$ cat src/rtl/mem_arb_pkg.sv
`default_nettype none
// ============================================================================
// Module      : mem_arb_pkg
// Description : Shared types and constants for the fetch/data memory port
//               arbiter. It holds the FSM state encoding, the requester id,
//               the instruction word width and the fairness streak width.
// Revision    : 1.0 - initial release
// ============================================================================
package mem_arb_pkg;

    // The transaction FSM uses fixed 2-bit codes.
    typedef enum logic [1:0] {
        IDLE  = 2'd0,
        ISSUE = 2'd1,
        WAIT  = 2'd2,
        RESP  = 2'd3
    } state_t;

    typedef enum logic {
        REQ_IF = 1'b0,
        REQ_D  = 1'b1
    } requester_t;

    localparam int IF_W     = 32;  // instruction word width
    localparam int STREAK_W = 4;   // data-grant streak counter width

endpackage
`default_nettype wire

$ cat src/rtl/mem_arb_select.sv
`default_nettype none
// ============================================================================
// Module      : mem_arb_select
// Description : Chooses the winner between fetch and data requests and
//               tracks the streak of contended data grants. Data normally
//               wins. Fetch wins when it is the only requester, or when data
//               has already won MAX_DATA_STREAK contended grants in a row.
// Ports       : clk, rst        - clock, async active-high reset
//               if_req, d_req   - raw requests from the two ports
//               grant_fire      - a grant is taken at the next edge
//               o_sel_if/o_sel_d- one-hot winner (combinational)
// Revision    : 1.0 - initial release
// ============================================================================
module mem_arb_select
    import mem_arb_pkg::*;
#(
    parameter int MAX_DATA_STREAK = 4
) (
    input  logic clk,
    input  logic rst,
    input  logic if_req,
    input  logic d_req,
    input  logic grant_fire,
    output logic o_sel_if,
    output logic o_sel_d
);

    localparam logic [STREAK_W-1:0] c_MAX_STREAK = STREAK_W'(MAX_DATA_STREAK);

    logic [STREAK_W-1:0] r_streak;
    logic                w_force_if;

    always_comb begin
        w_force_if = if_req && (r_streak == c_MAX_STREAK);
        o_sel_d    = d_req && !w_force_if;
        o_sel_if   = if_req && !o_sel_d;
    end

    // Only a data win that actually beat a waiting fetch extends the streak.
    // An uncontended data grant and any fetch grant both start a new streak.
    always_ff @(posedge clk or posedge rst) begin
        if (rst) begin
            r_streak <= '0;
        end else if (grant_fire) begin
            if (o_sel_d && if_req) begin
                if (r_streak != c_MAX_STREAK) begin
                    r_streak <= r_streak + 1'b1;
                end
            end else begin
                r_streak <= '0;
            end
        end
    end

endmodule
`default_nettype wire

$ cat src/rtl/mem_port_arbiter.sv
`default_nettype none
// ============================================================================
// Module      : mem_port_arbiter
// Description : Shares one single-ported unified memory between instruction
//               fetch and load/store. It keeps one transaction in flight:
//               grant (IDLE) -> request held until mem_ready (ISSUE) ->
//               wait for mem_rvalid (WAIT) -> one-cycle response (RESP).
//               A watchdog aborts a stuck transaction with rsp_err.
// Ports       : if_*   - fetch port (req/addr in, gnt/rvalid/rdata out)
//               d_*    - data port (req/we/addr/wdata in, gnt/rvalid/rdata)
//               mem_*  - memory handshake
//               rsp_err, busy, err_timeout - status
// Revision    : 1.0 - initial release
// ============================================================================
module mem_port_arbiter
    import mem_arb_pkg::*;
#(
    parameter int ADDR_W          = 64,
    parameter int DATA_W          = 64,
    parameter int MAX_DATA_STREAK = 4,
    parameter int TIMEOUT_CYCLES  = 64
) (
    input  logic              clk,
    input  logic              rst,
    input  logic              if_req,
    input  logic [ADDR_W-1:0] if_addr,
    output logic              if_gnt,
    output logic              if_rvalid,
    output logic [IF_W-1:0]   if_rdata,
    input  logic              d_req,
    input  logic              d_we,
    input  logic [ADDR_W-1:0] d_addr,
    input  logic [DATA_W-1:0] d_wdata,
    output logic              d_gnt,
    output logic              d_rvalid,
    output logic [DATA_W-1:0] d_rdata,
    output logic              rsp_err,
    output logic              mem_req,
    output logic              mem_we,
    output logic [ADDR_W-1:0] mem_addr,
    output logic [DATA_W-1:0] mem_wdata,
    input  logic              mem_ready,
    input  logic              mem_rvalid,
    input  logic [DATA_W-1:0] mem_rdata,
    output logic              busy,
    output logic              err_timeout
);

    localparam int c_TCNT_W = (TIMEOUT_CYCLES > 1) ? $clog2(TIMEOUT_CYCLES + 1) : 1;
    localparam logic [c_TCNT_W-1:0] c_TMO_LAST =
        c_TCNT_W'((TIMEOUT_CYCLES > 0) ? (TIMEOUT_CYCLES - 1) : 0);
    localparam bit c_TMO_EN = (TIMEOUT_CYCLES != 0);

    state_t              r_state;
    requester_t          r_owner;
    logic [ADDR_W-1:0]   r_addr;
    logic                r_we;
    logic [DATA_W-1:0]   r_wdata;
    logic [DATA_W-1:0]   r_rdata;
    logic                r_err;
    logic                r_err_timeout;
    logic [c_TCNT_W-1:0] r_tcnt;

    logic w_sel_if;
    logic w_sel_d;
    logic w_idle;
    logic w_fire;
    logic w_tmo;
    logic w_resp;

    // Grants are combinational. Gating them with rst keeps them at 0 for the
    // whole reset pulse, including the part between clock edges.
    assign w_idle = (r_state == IDLE) && !rst;
    assign w_fire = w_idle && (if_req || d_req);

    // The counter holds the number of ISSUE/WAIT cycles already completed,
    // so it equals TIMEOUT_CYCLES-1 in the last allowed cycle.
    assign w_tmo  = c_TMO_EN && (r_tcnt == c_TMO_LAST);

    mem_arb_select #(
        .MAX_DATA_STREAK (MAX_DATA_STREAK)
    ) u_select (
        .clk        (clk),
        .rst        (rst),
        .if_req     (if_req),
        .d_req      (d_req),
        .grant_fire (w_fire),
        .o_sel_if   (w_sel_if),
        .o_sel_d    (w_sel_d)
    );

    always_ff @(posedge clk or posedge rst) begin
        if (rst) begin
            r_state       <= IDLE;
            r_owner       <= REQ_IF;
            r_addr        <= '0;
            r_we          <= 1'b0;
            r_wdata       <= '0;
            r_rdata       <= '0;
            r_err         <= 1'b0;
            r_err_timeout <= 1'b0;
            r_tcnt        <= '0;
        end else begin
            case (r_state)
                IDLE: begin
                    if (w_fire) begin
                        r_state <= ISSUE;
                        r_tcnt  <= '0;
                        r_err   <= 1'b0;
                        if (w_sel_d) begin
                            r_owner <= REQ_D;
                            r_addr  <= d_addr;
                            r_we    <= d_we;
                            r_wdata <= d_wdata;
                        end else begin
                            r_owner <= REQ_IF;
                            r_addr  <= if_addr;
                            r_we    <= 1'b0;
                            r_wdata <= '0;
                        end
                    end
                end
                // A memory event in the same cycle as expiry takes priority
                // over the timeout.
                ISSUE: begin
                    r_tcnt <= r_tcnt + 1'b1;
                    if (mem_ready) begin
                        r_state <= WAIT;
                    end else if (w_tmo) begin
                        r_state       <= RESP;
                        r_rdata       <= '0;
                        r_err         <= 1'b1;
                        r_err_timeout <= 1'b1;
                    end
                end
                WAIT: begin
                    r_tcnt <= r_tcnt + 1'b1;
                    if (mem_rvalid) begin
                        r_state <= RESP;
                        r_rdata <= mem_rdata;
                    end else if (w_tmo) begin
                        r_state       <= RESP;
                        r_rdata       <= '0;
                        r_err         <= 1'b1;
                        r_err_timeout <= 1'b1;
                    end
                end
                RESP: begin
                    r_state <= IDLE;
                end
                default: begin
                    r_state <= IDLE;
                end
            endcase
        end
    end

    assign w_resp      = (r_state == RESP);

    assign if_gnt      = w_idle && w_sel_if;
    assign d_gnt       = w_idle && w_sel_d;

    assign mem_req     = (r_state == ISSUE);
    assign mem_we      = r_we;
    assign mem_addr    = r_addr;
    assign mem_wdata   = r_wdata;

    assign if_rvalid   = w_resp && (r_owner == REQ_IF);
    assign d_rvalid    = w_resp && (r_owner == REQ_D);
    assign rsp_err     = w_resp && r_err;

    // The fetch word is the half of the 64-bit line selected by address bit 2.
    assign if_rdata    = !if_rvalid ? '0 :
                         (r_addr[2] ? r_rdata[2*IF_W-1:IF_W] : r_rdata[IF_W-1:0]);
    assign d_rdata     = (d_rvalid && !r_we) ? r_rdata : '0;

    assign busy        = (r_state != IDLE);
    assign err_timeout = r_err_timeout;

endmodule
`default_nettype wire

$ cat config.mk
export PLATFORM = sky130hd
export DESIGN_NAME = mem_port_arbiter
export DESIGN_NICKNAME = d
export VERILOG_FILES = /design/src/rtl/mem_arb_pkg.sv /design/src/rtl/mem_arb_select.sv /design/src/rtl/mem_port_arbiter.sv
export SDC_FILE = /design/constraint.sdc
export NUM_CORES = 1
export LEC_CHECK = 0
export BUFFER_PORTS_ARGS = -buffer_cell sky130_fd_sc_hd__buf_2
export CAP_MARGIN = 5
export CORE_AREA = 2 2 194 196
export CTS_CLUSTER_DIAMETER = 120
export CTS_CLUSTER_SIZE = 24
export DETAILED_ROUTE_END_ITERATION = 8
export DIE_AREA = 0 0 196 198
export GPL_ROUTABILITY_DRIVEN = 0
export RECOVER_POWER = 50
export SLEW_MARGIN = 40
export SYNTH_ARGS = -nofsm -noshare
export SYNTH_HDL_FRONTEND = slang
export SYNTH_HIERARCHICAL = 1
export SYNTH_SLANG_ARGS = --single-unit
$ cat constraint.sdc
create_clock -name clk -period 10.25 [get_ports clk]
set_input_delay 2.05 -clock clk [delete_from_list [all_inputs] [get_ports clk]]
set_output_delay 2.05 -clock clk [all_outputs]
set_load 0.02 [all_outputs]
* Word level (Yosys, flattened, before mapping)
Cells that the tools add are included.
** Word-level totals
- Register bits :: 209
- Word-level logic and storage cells :: 81
- Input port bits :: 263
** Operators by class
- Bitwise gates (word level) :: 1
- Reduce and logical (&&, ||, !) cells :: 29
- Muxes and demuxes :: 29
- Equal/unequal tests :: 10
- $add $sub $neg :: 2
** Operator list (number)
- $mux 64 :: 6
- $pmux 64 s2 :: 1
- $mux 32 :: 2
- $pmux 7 s2 :: 1
- $logic_and 1x1->1 :: 12
- $mux 1 :: 9
- $mux 2 :: 4
- $mux 4 :: 2
- $pmux 2 s4 :: 1
- $reduce_and 2->1 :: 4
- $add 7x1->7 const B :: 1
- $eq 7x6->1 const B :: 1
- $mux 7 :: 1
- $ne 2x2->1 const B :: 3
- $reduce_bool 2->1 :: 3
- $add 4x1->4 const B :: 1
- $eq 2x2->1 const B :: 2
- $eq 4x3->1 const B :: 1
- $logic_not 1->1 :: 4
- $ne 4x3->1 const B :: 1
- $reduce_and 4->1 :: 1
- $pmux 1 s3 :: 1
- $reduce_and 3->1 :: 1
- $reduce_bool 3->1 :: 1
- other kinds (7) :: 7

* Depth between registers and ports, before layout
- Depth in word-level cells :: 7
- Gate-level depth with buffers :: 9
- Mapped depth without buffers :: 7

* Modules after synthesis
The synthesis kept the hierarchy.
** By module, submodules not included
- mem_port_arbiter :: sequential area each 5129.9 µm², instances 1, area an instance 9600.5 µm², cells each 1016
- mem_arb_select :: sequential area each 100.1 µm², instances 1, area an instance 252.7 µm², cells each 27

* Least setup slack after synthesis
No wires, ideal clock.
- Path kind :: input -> output
- From :: input port rst
- To :: output port if_gnt
- Required time :: 8.200 ns
- Stages on the path :: 2
- Data arrival time :: 7.024 ns
- Path slack :: 1.176 ns
- Cell sequence :: inv_1 > and3_1
** Between the ends
- Longest elaborated chain between the ends :: 3
** RTL lines
- start, declared :: RTL line mem_port_arbiter.sv:24 : input logic rst,
- $logic_not 1->1 (no source line)
- $logic_and 1x1->1 :: RTL line mem_port_arbiter.sv:73 : assign w_idle = (r_state == IDLE) && !rst;
- $logic_and 1x1->1 :: RTL line mem_port_arbiter.sv:160 : assign if_gnt = w_idle && w_sel_if;
- end, declared :: RTL line mem_port_arbiter.sv:27 : output logic if_gnt,
No other way between the ends.

==> results.md <==
* Final Skew at 0.0100 ns
* Synthesized netlist net count at 1314
* Overall Power at 0.00338 W
* Remaining number of nets flagged by the antenna check after routing at 0
* Die extent in y at 198 µm
* Die area at 0.0388 mm²
* DRC violation count after routing at 0
* Violated checks: max-capacitance violations, max-slew violations
* Resized Gates After CTS at 0
* Achievable Freq at 161 MHz
* Multiplexer fraction of the synthesized cell area at 0.0985
* Cell count after synthesis at 1043
* DRT Wirelength at 34.0 mm
* Most area-consuming cells after synthesis: sky130_fd_sc_hd__dfrtp_1, sky130_fd_sc_hd__nand2_1, sky130_fd_sc_hd__mux2i_1
* Final number of setup-violating endpoints at 0
* Primary flip-flop cell chosen by synthesis mapping: sky130_fd_sc_hd__dfrtp_1
* Drt first-iter violations at 451
* Layout cells sized above 1 at 0.321
* Count of max-cap constraint violations at 4
* Clk sinks at 209
* Synth Cell Area at 0.00985 mm²
* Delay of the slowest critical-path stage at 2.66 ns
* Global-route wire length before repair at 50.8 mm
* H-Tree Level Count at 1
* Dominant combinational cell family by area after synthesis: simple AND/OR/NAND/NOR gates
* Register area share after synthesis at 0.531
* Most instantiated cells after synthesis: sky130_fd_sc_hd__nand2_1, sky130_fd_sc_hd__dfrtp_1, sky130_fd_sc_hd__mux2i_1
* Maximum number of pins on one net before global-route repair at 101
* Crit-path cells: clkbuf_1 > inv_8 > clkbuf_1
* Lkg Pwr at 7.18 nW
* Number of global-route vias before repair at 8661
* Worst Hold Launch: mem_wdata[34]
* Period utilisation layout at 0.604
* Detailed-routing iteration count for the pre-antenna-repair pass at 5
* Cell Pwr Density at 261 mW/mm²
* Critical Path AT at 5.40 ns
* Warnings, synthesis at 6
* Clk buf depth at 3
* Reg2Reg Depth at 6
* Combined buffer and inverter count along the critical path at 3
* Maximum vdd ir drop at 0.000116 V
* Number of hold buffers added after cts at 0
* Slack of the worst reg-to-reg path at 5.32 ns
* Total half-perimeter wirelength after legalization and detailed placement at 26.0 mm
* IO buf count at 495
* Synth Area in Simple Gates at 0.216
* Final slew viol count at 303
* Count of state elements after synthesis at 209
* Compound-Gate Fraction of Synth Area at 0.105
* Antenna violations before repair at 5
* Area growth from synthesis to final layout at 31.7%
* Crit path from: rst
* Post-Synthesis Mean Instance Area at 9.45 µm²
* Critical path capture point: mem_addr[2]
* Cell taking the most area after synthesis: sky130_fd_sc_hd__dfrtp_1
* Count of standard-cell rows at 71
* XOR/XNOR Fraction of Synth Area at 0
* Buffers inserted during post-CTS setup optimization at 0
* Measured slew at the worst slew-check pin at 4.06 ns
* Top-level I/O count at 496
* Setup repair after global routing missed its margin: false
* Total GRT Usage at 0.168
* Source of the worst register-to-register timing path: r_state[1]
* Crit path max-delay family: buffers and inverters
* Critical register-to-register path endpoint: mem_addr[1]
* Hold WC Path Type: reg -> reg
* Synth unique cells at 41
* Synth async-reset ratio at 1.00
* Clock network latency to the later pin of the worst-skew pair at 0.48 ns
* Result of the run: complete, but fails checks
* GRT overflow at 0
* Accumulated negative setup slack at 0 ns
* Chip Width at 196 µm
* Total core area at 0.0370 mm²
* Slew margin rel. at -1.70
* Type of element capturing the critical path: asynchronous set/reset pin
* Leading cell type by number of instances after synthesis: sky130_fd_sc_hd__nand2_1
* Vias after detailed routing at 8966
* Number of nets in the layout at 1758
* Logic depth of the worst setup path including buffers at 3
* Post-synth EDFFs at 0
* Root buffer cell: sky130_fd_sc_hd__clkbuf_16
* Clock tree from TritonCTS: built
* Vias/cell at 4.57
* Required time at the worst-slack endpoint at 9.46 ns
* Arithmetic-cell share of the synthesized area counting full adders, half adders and majority gates at 0.0102
* Routed wirelength normalized by instance count at 17.3 µm
* Final Hold Vio Count at 0
* Minimum clock period after layout at 6.19 ns
* Number of cells on the worst hold path at 2
* Maximum fanout count along the critical path at 74
* Library cell contributing the largest single delay on the critical path: sky130_fd_sc_hd__clkbuf_1
* Initial standard-cell utilization of the core at 0.267
* Share of the synthesized area in the top cell type at 0.531
* Clk slew on worst S/H paths at 0.09 ns
* Setup crit start kind: input pin
* Crit path top cell by count: sky130_fd_sc_hd__clkbuf_1
* TritonCTS Buffers at 12
* Critical path type: in -> async
worst min path at each step:
stage,to,slack (ns)
2_1_floorplan,r_owner,0.45
3_5_place_dp,mem_wdata[1],0.45
3_3_place_gp,mem_wdata[36],0.45
4_1_cts,mem_wdata[30],0.47
6_report,mem_wdata[34],0.47
5_1_grt,mem_wdata[4],0.50
worst register-to-register path: cells and delay by family, from the launching register on:
kind | cells | cell delay [ns]
buffers and inverters | 3 | 3.66
DFF | 1 | 0.44
adders and majority gates | 1 | 0.30
AOI/OAI and AO/OA | 1 | 0.30
and+or+nand+nor | 1 | 0.09
cell usage in the layout, fill, tap and decap left out, types with 2 or more instances in the layout:
master	synthesis	routed
sky130_fd_sc_hd__a21o_1	2	2
sky130_fd_sc_hd__buf_6	2	2
sky130_fd_sc_hd__ha_1	8	8
sky130_fd_sc_hd__and2_1	68	68
sky130_fd_sc_hd__a211oi_1	2	2
sky130_fd_sc_hd__clkbuf_1	44	53
sky130_fd_sc_hd__nor2_1	38	38
sky130_fd_sc_hd__a21oi_1	4	3
sky130_fd_sc_hd__clkbuf_16	0	13
sky130_fd_sc_hd__a32o_1	2	2
sky130_fd_sc_hd__o31ai_1	2	2
sky130_fd_sc_hd__o21ai_0	71	73
sky130_fd_sc_hd__a31oi_1	2	2
sky130_fd_sc_hd__nand3_1	71	72
sky130_fd_sc_hd__nor3_1	2	2
sky130_fd_sc_hd__and3_1	4	4
sky130_fd_sc_hd__buf_4	3	6
sky130_fd_sc_hd__a22o_1	25	25
sky130_fd_sc_hd__a22oi_1	41	41
sky130_fd_sc_hd__buf_2	24	447
sky130_fd_sc_hd__or3_1	4	4
sky130_fd_sc_hd__inv_1	11	11
sky130_fd_sc_hd__mux2i_1	97	97
sky130_fd_sc_hd__dfrtp_1	209	208
sky130_fd_sc_hd__nand2_1	284	283
registers in the layout (all words and copies together), names as in the netlist, 2 cells and up:
signal             flops
u_select/r_streak      4
mem_wdata             64
r_state                2
mem_addr              64
r_rdata               64
r_tcnt                 7
per-stage QoR:
stage | util | cell area [µm²] | hold WS, ns | setup slack, ns | instances
final | 0.351 | 13000 | 0.468 | 4.06 | 1963
after global routing | 0.351 | 13000 | 0.498 | 3.13 | 1962
after CTS | 0.353 | 13100 | 0.474 | 4.75 | 1962
after detailed placement | 0.344 | 12700 | 0.450 | 4.76 | 1947
after global placement | 0.344 | 12700 | 0.447 | 4.74 | 1947
after floorplan | - | 9850 | 0.451 | 1.18 | 1043
cell families after synthesis:
logic type | Yosys count
buffers and inverters | 89
and+or+nand+nor | 482
AOI/OAI and AO/OA | 158
adders and majority gates | 8
DFF | 209
muxes | 97
cell type report:
type / count / area, µm²
repair buffers: 507 / 2500
flip-flops and latches: 209 / 5230
clock inverters: 1 / 8.76
well taps: 474 / 593
clock buffers: 14 / 329
fillers: 3913 / 24000
diodes: 1 / 2.50
multi-input cells: 745 / 4260
inverters: 12 / 52.6
layer usage:
| layer | track usage | share of wire | vias up |
|---|---|---|---|
| li1 | - | - | 4386 |
| met1 | 0.199 | 0.40 | 4146 |
| met2 | 0.302 | 0.50 | 379 |
| met3 | 0.0354 | 0.071 | 51 |
| met4 | 0.0570 | 0.034 | 4 |
| met5 | 0 | 0.00079 | - |
report_power, final:
group | internal (W) | leakage, nW | switching (W)
sequential | 0.00116 | 2.60 | 0.000282
combinational | 0.000501 | 4.42 | 0.000933
clock | 0.000231 | 0.166 | 0.000274
Power figures use the tool's default switching activity.
